==> config.mk <==
export PLATFORM = sky130hd
export DESIGN_NAME = lifo_mc
export DESIGN_NICKNAME = d
export VERILOG_FILES = /design/src/rtl/lifo_mc.sv
export SDC_FILE = /design/constraint.sdc
export NUM_CORES = 1
export LEC_CHECK = 0
export BUFFER_PORTS_ARGS = -buffer_cell sky130_fd_sc_hd__buf_2
export CORE_MARGIN = 2
export CORE_UTILIZATION = 68
export DETAILED_ROUTE_END_ITERATION = 16
export HOLD_SLACK_MARGIN = 0.05
export PLACE_DENSITY_LB_ADDON = 0.2
export SYNTH_ARGS = -nofsm -noshare
export SYNTH_HDL_FRONTEND = slang
export SYNTH_SLANG_ARGS = --single-unit
export TNS_END_PERCENT = 1
==> constraint.sdc <==
create_clock -name clk -period 11.5 [get_ports clk]
set_input_delay 0.575 -clock clk [delete_from_list [all_inputs] [get_ports clk]]
set_output_delay 0.575 -clock clk [all_outputs]
set_load 0.03 [all_outputs]
==> src/rtl/lifo_mc.sv <==
// lifo_mc: several independent LIFO stacks sharing one async-read RAM
module lifo_mc #(
  parameter int CHANNELS  = 4,
  parameter int DEPTH     = 16,
  parameter int WIDTH     = 16,
  parameter bit OVERWRITE = 1,
  localparam int CW = CHANNELS > 1 ? $clog2(CHANNELS) : 1,
  localparam int PW = $clog2(DEPTH),
  localparam int DW = PW + 1
) (
  input  logic             clk,
  input  logic             rst,
  input  logic             clken,
  input  logic             clr,
  input  logic [CW-1:0]    ch,
  input  logic             push,
  input  logic             pop,
  input  logic [WIDTH-1:0] in,
  output logic [WIDTH-1:0] out,
  output logic [DW-1:0]    depth,
  output logic             full,
  output logic             empty,
  output logic             ovf,
  output logic             unf
);
  localparam int NCH = 2 ** CW;
  logic [WIDTH-1:0] mem [2 ** (CW + PW)];
  logic [PW-1:0] tp [NCH];
  logic [DW-1:0] d [NCH];
  logic [PW-1:0] tp_s, tp_n, wr_ptr;
  logic [DW-1:0] d_s, d_n;
  logic rep, psh, pp, adv, wr_en, ovf_set, unf_set;
  // Decode the operation on the selected channel and its next state
  always_comb begin
    tp_s    = tp[ch];
    d_s     = d[ch];
    full    = d_s == DW'(DEPTH);
    empty   = d_s == '0;
    depth   = d_s;
    out     = empty ? '0 : mem[{ch, tp_s}];
    rep     = push & pop & ~empty;
    psh     = push & (~pop | empty);
    pp      = pop & ~push;
    adv     = psh & (~full | OVERWRITE);
    wr_en   = clken & ~clr & (rep | adv);
    wr_ptr  = rep ? tp_s : tp_s + 1'b1;
    tp_n    = adv ? tp_s + 1'b1 : (pp & ~empty) ? tp_s - 1'b1 : tp_s;
    d_n     = (psh & ~full) ? d_s + 1'b1 : (pp & ~empty) ? d_s - 1'b1 : d_s;
    ovf_set = psh & full;
    unf_set = pop & empty;
  end
  // Per-channel pointers, counts and sticky flags
  always_ff @(posedge clk or negedge rst) begin
    if (!rst) begin
      for (int i = 0; i < NCH; i++) begin
        tp[i] <= '1;
        d[i]  <= '0;
      end
      ovf <= 1'b0;
      unf <= 1'b0;
    end else if (clken) begin
      if (clr) begin
        for (int i = 0; i < NCH; i++) begin
          tp[i] <= '1;
          d[i]  <= '0;
        end
        ovf <= 1'b0;
        unf <= 1'b0;
      end else begin
        tp[ch] <= tp_n;
        d[ch]  <= d_n;
        ovf    <= ovf | ovf_set;
        unf    <= unf | unf_set;
      end
    end
  end
  // Shared stack storage; contents survive reset and clear
  always_ff @(posedge clk) begin
    if (wr_en) mem[{ch, wr_ptr}] <= in;
  end
endmodule

==> results.yml <==
outcome:
  status: "finished with violations"
  violations: "capacitance limit, slew limit"
placed_design:
  numPortBuffers: 48
  dp_hpwl_um: 69550
  globalplace.congestion: 0.9402
  placed_area_mm2: 0.04433
clocking:
  root_buffer: "clkbuf_16"
  clk_path_buf_depth: 3
  post_cts.repair.setup_buffers: 0
  cts_inserted_buffers: 99
  cts_tree: "done"
  clk_pin_slew_ns: 0.06
  clk-insertion-delay-late_ns: 0.67
  clock-sinks: 1062
  htree_levels: 3
sta:
  fmax_mhz: 133.2
  slew_violations: 2
  fin_tns_setup_ns: 0
  setup_viol: 0
  relSlewSlack: -0.1102
  rsz0062_at_grt: "false"
  finalHoldViolCount: 0
  finalWorstPathRequiredPeriod_ns: 7.505
  finClkSkew_ns: 0.02054
  worst_pin_slew_ns: 1.623
  fin_crit_sh: 0.6526
setup_path:
  critical_path_buf_inv_count: 5
  critPathMostFrequentCell: "buf_4"
  crit_type: "primary input to output port"
  cp-start-kind: "primary input"
  cp_slowest_cell: "a2111oi_0"
  critical_path.top_delay_family: "buffers and inverters"
  worst_setup_path_end_kind: "output port"
  slowest_delay_ns: 1.35
  path_cells: "buf_2 -> mux4_4 -> buf_4 -> buf_4 -> mux2i_1 -> mux2i_1 -> o22ai_1 -> a21o_1 -> a2111oi_0 -> buf_4 -> o211a_1 -> buf_2"
  worstPathRequired_ns: 10.93
  worstPathArrival_ns: 6.93
  critPathMaxFanout: 84
min_path:
  hold_class: "primary input to register"
cells_and_area:
  layout-drive-gt1-share: 0.1369
  final_common_cell: "edfxtp_1"
  syn_to_final_growth_pct: 10.02
  fin_nets: 2942
  final_cell_mix: "1024 x edfxtp_1, 481 x nand2_1, 134 x mux2i_1, 118 x a211oi_1, 112 x nor2_1"
  final_area_mm2: 0.04741
  fillers: 3704
synthesis:
  synthesis.area_mm2: 0.04309
  synthDistinctLibCells: 77
  ys_ff_latch: 1062
  synth_edf_count: 1024
  ys_seq_area_frac: 0.7362
  yosys-top-cells-area: "edfxtp_1 71%, nand2_1 4.2%, mux2i_1 3.1%"
  ys_warn_count: 0
  synth_top_area_share: 0.7136
  yosysTopAreaCell: "edfxtp_1"
  avgSynthCellArea_um2: 15.21
  async_flop_share: 0.03578
  synth_ff_type: "edfxtp_1"
  syn_inst: 2833
  syn-num-nets: 2861
drt:
  drtIter0Drc: 4512
  route.vias.total: 26905
  drcViolationCount: 0
  avgViaCountPerCell: 7.003
  ant_nets: 0
  drt_first_pass_iters: 8
  wl_um: 119600
  drt-wirelength-per-cell_um: 31.13
grt:
  gr-total-overflow: 0
  grt_pass1_wl_um: 173100
  grt_pass1_vias: 25728
  grt_max_degree: 124
  grt_antenna_before_repair: 3
  grt_util_all_layers: 0.3662
die:
  placementRows: 92
  initial_utilization: 0.6856
  core_mm2: 0.06285
  die_h_um: 255.7
  design.portCount: 49
  die_area_mm2: 0.06540
  die_w_um: 255.7
pwr:
  peakVddDrop_uv: 180.5
  power_density_mw_per_mm2: 196.9
  leakage_nw: 16.23
run:
  cap_violations: 1
power by group:
group          leakage, nW  switching [mW]  internal, mW
logic                 5.06            1.36         0.506
registers             9.67          0.0344          4.30
clock network         1.50            1.39          1.74
total                 16.2            2.79          6.55
cells by family after synthesis:
family / share of synthesized area
buffers and inverters: 0.02285
AOI/OAI and AO/OA: 0.08061
xor gates and xnor gates: 0.002381
and+or+nand+nor: 0.09129
adders and majority gates: 0.001162
muxes: 0.06554
DFF: 0.7362
state kept, by name (all words and copies together) (netlist names):
signal  cells
unf         1
mem      1024
tp         16
ovf         1
d          20
metal layers:
layer	vias to the layer above	share of wire	GRT usage
met5	-	0.00022	0
met4	4	0.049	0.1646
met3	346	0.14	0.09754
met2	2063	0.46	0.5581
met1	13371	0.35	0.5052
li1	11121	-	-
repair_timing:
item,4_1_cts,5_1_grt
gates resized for setup,0,0
endpoints found under the hold margin,22,0
hold buffers,1,0
worst reg2reg max path, delay by kind of cell (launching register included):
| family | cells | cell delay [ns] |
|---|---|---|
| and+or+nand+nor | 2 | 1.70 |
| buffers and inverters | 4 | 1.53 |
| muxes | 2 | 0.84 |
| AOI/OAI and AO/OA | 1 | 0.39 |
| DFF | 1 | 0.37 |
path summary, 6_finish.rpt:
kind                       startpoint          to  slack, ns  cells past startpoint
max in group asynchronous         rst        d[9]      10.39                      2
min                             clken       tp[3]       0.35                      3
max reg2reg                    tp[12]  mem[58][1]       6.35                      9
min reg2reg                    tp[13]      tp[13]       0.51                      2
min in group asynchronous         rst        d[5]       0.56                      2
max                             ch[0]     out[11]       3.99                     12
Yosys cell counts (all sizes together) (3+ instances only):
| master | count |
|---|---|
| mux4 | 59 |
| a41oi | 5 |
| nor3 | 7 |
| buf | 119 |
| nand4 | 15 |
| mux2i | 135 |
| a221o | 4 |
| mux2 | 11 |
| o32ai | 8 |
| a22oi | 21 |
| o2111ai | 5 |
| and3 | 42 |
| nor4 | 9 |
| nand3 | 96 |
| and4 | 3 |
| nor2b | 94 |
| o21ai | 31 |
| a211oi | 119 |
| o41ai | 5 |
| a21oi | 67 |
| and2 | 4 |
| o221ai | 7 |
| ha | 4 |
| a2111oi | 3 |
| o2bb2ai | 16 |
| nor2 | 117 |
| inv | 11 |
| a221oi | 3 |
| clkbuf | 61 |
| dfrtp | 22 |
| xnor2 | 8 |
| o31ai | 8 |
| a311oi | 15 |
| o22ai | 21 |
| nand2b | 5 |
| nand2 | 482 |
| a32oi | 20 |
| edfxtp | 1024 |
| dfstp | 16 |
| o22a | 4 |
| a31oi | 83 |
| a22o | 13 |
| o211ai | 9 |
final cells by class:
type,count,area [µm²],share of cell area
Inverter,11,51.30,0.001082
Multi-Input combinational cell,1580,10410,0.2196
Clock buffer,123,2610,0.05505
Sequential cell,1062,31720,0.6691
Clock inverter,58,455.4,0.009607
Antenna cell,2,5.005,0.0001056
Tap cell,846,1059,0.02233
Timing Repair Buffer,160,1096,0.02312
stage by stage:
step	utilization	power [mW]	hold slack, ns	setup WS [ns]	instances
after global routing	0.7542	9.549	0.3652	4.094	3840
after CTS	0.7542	9.276	0.3322	4.531	3840
after floorplan	-	5.512	0.2794	7.258	2833
after detailed placement	0.7053	6.200	0.4879	4.577	3658
final	0.7543	9.337	0.3515	3.995	3842
after global placement	0.7053	6.167	0.4825	4.825	3658
(Power assumes the default switching activity.)
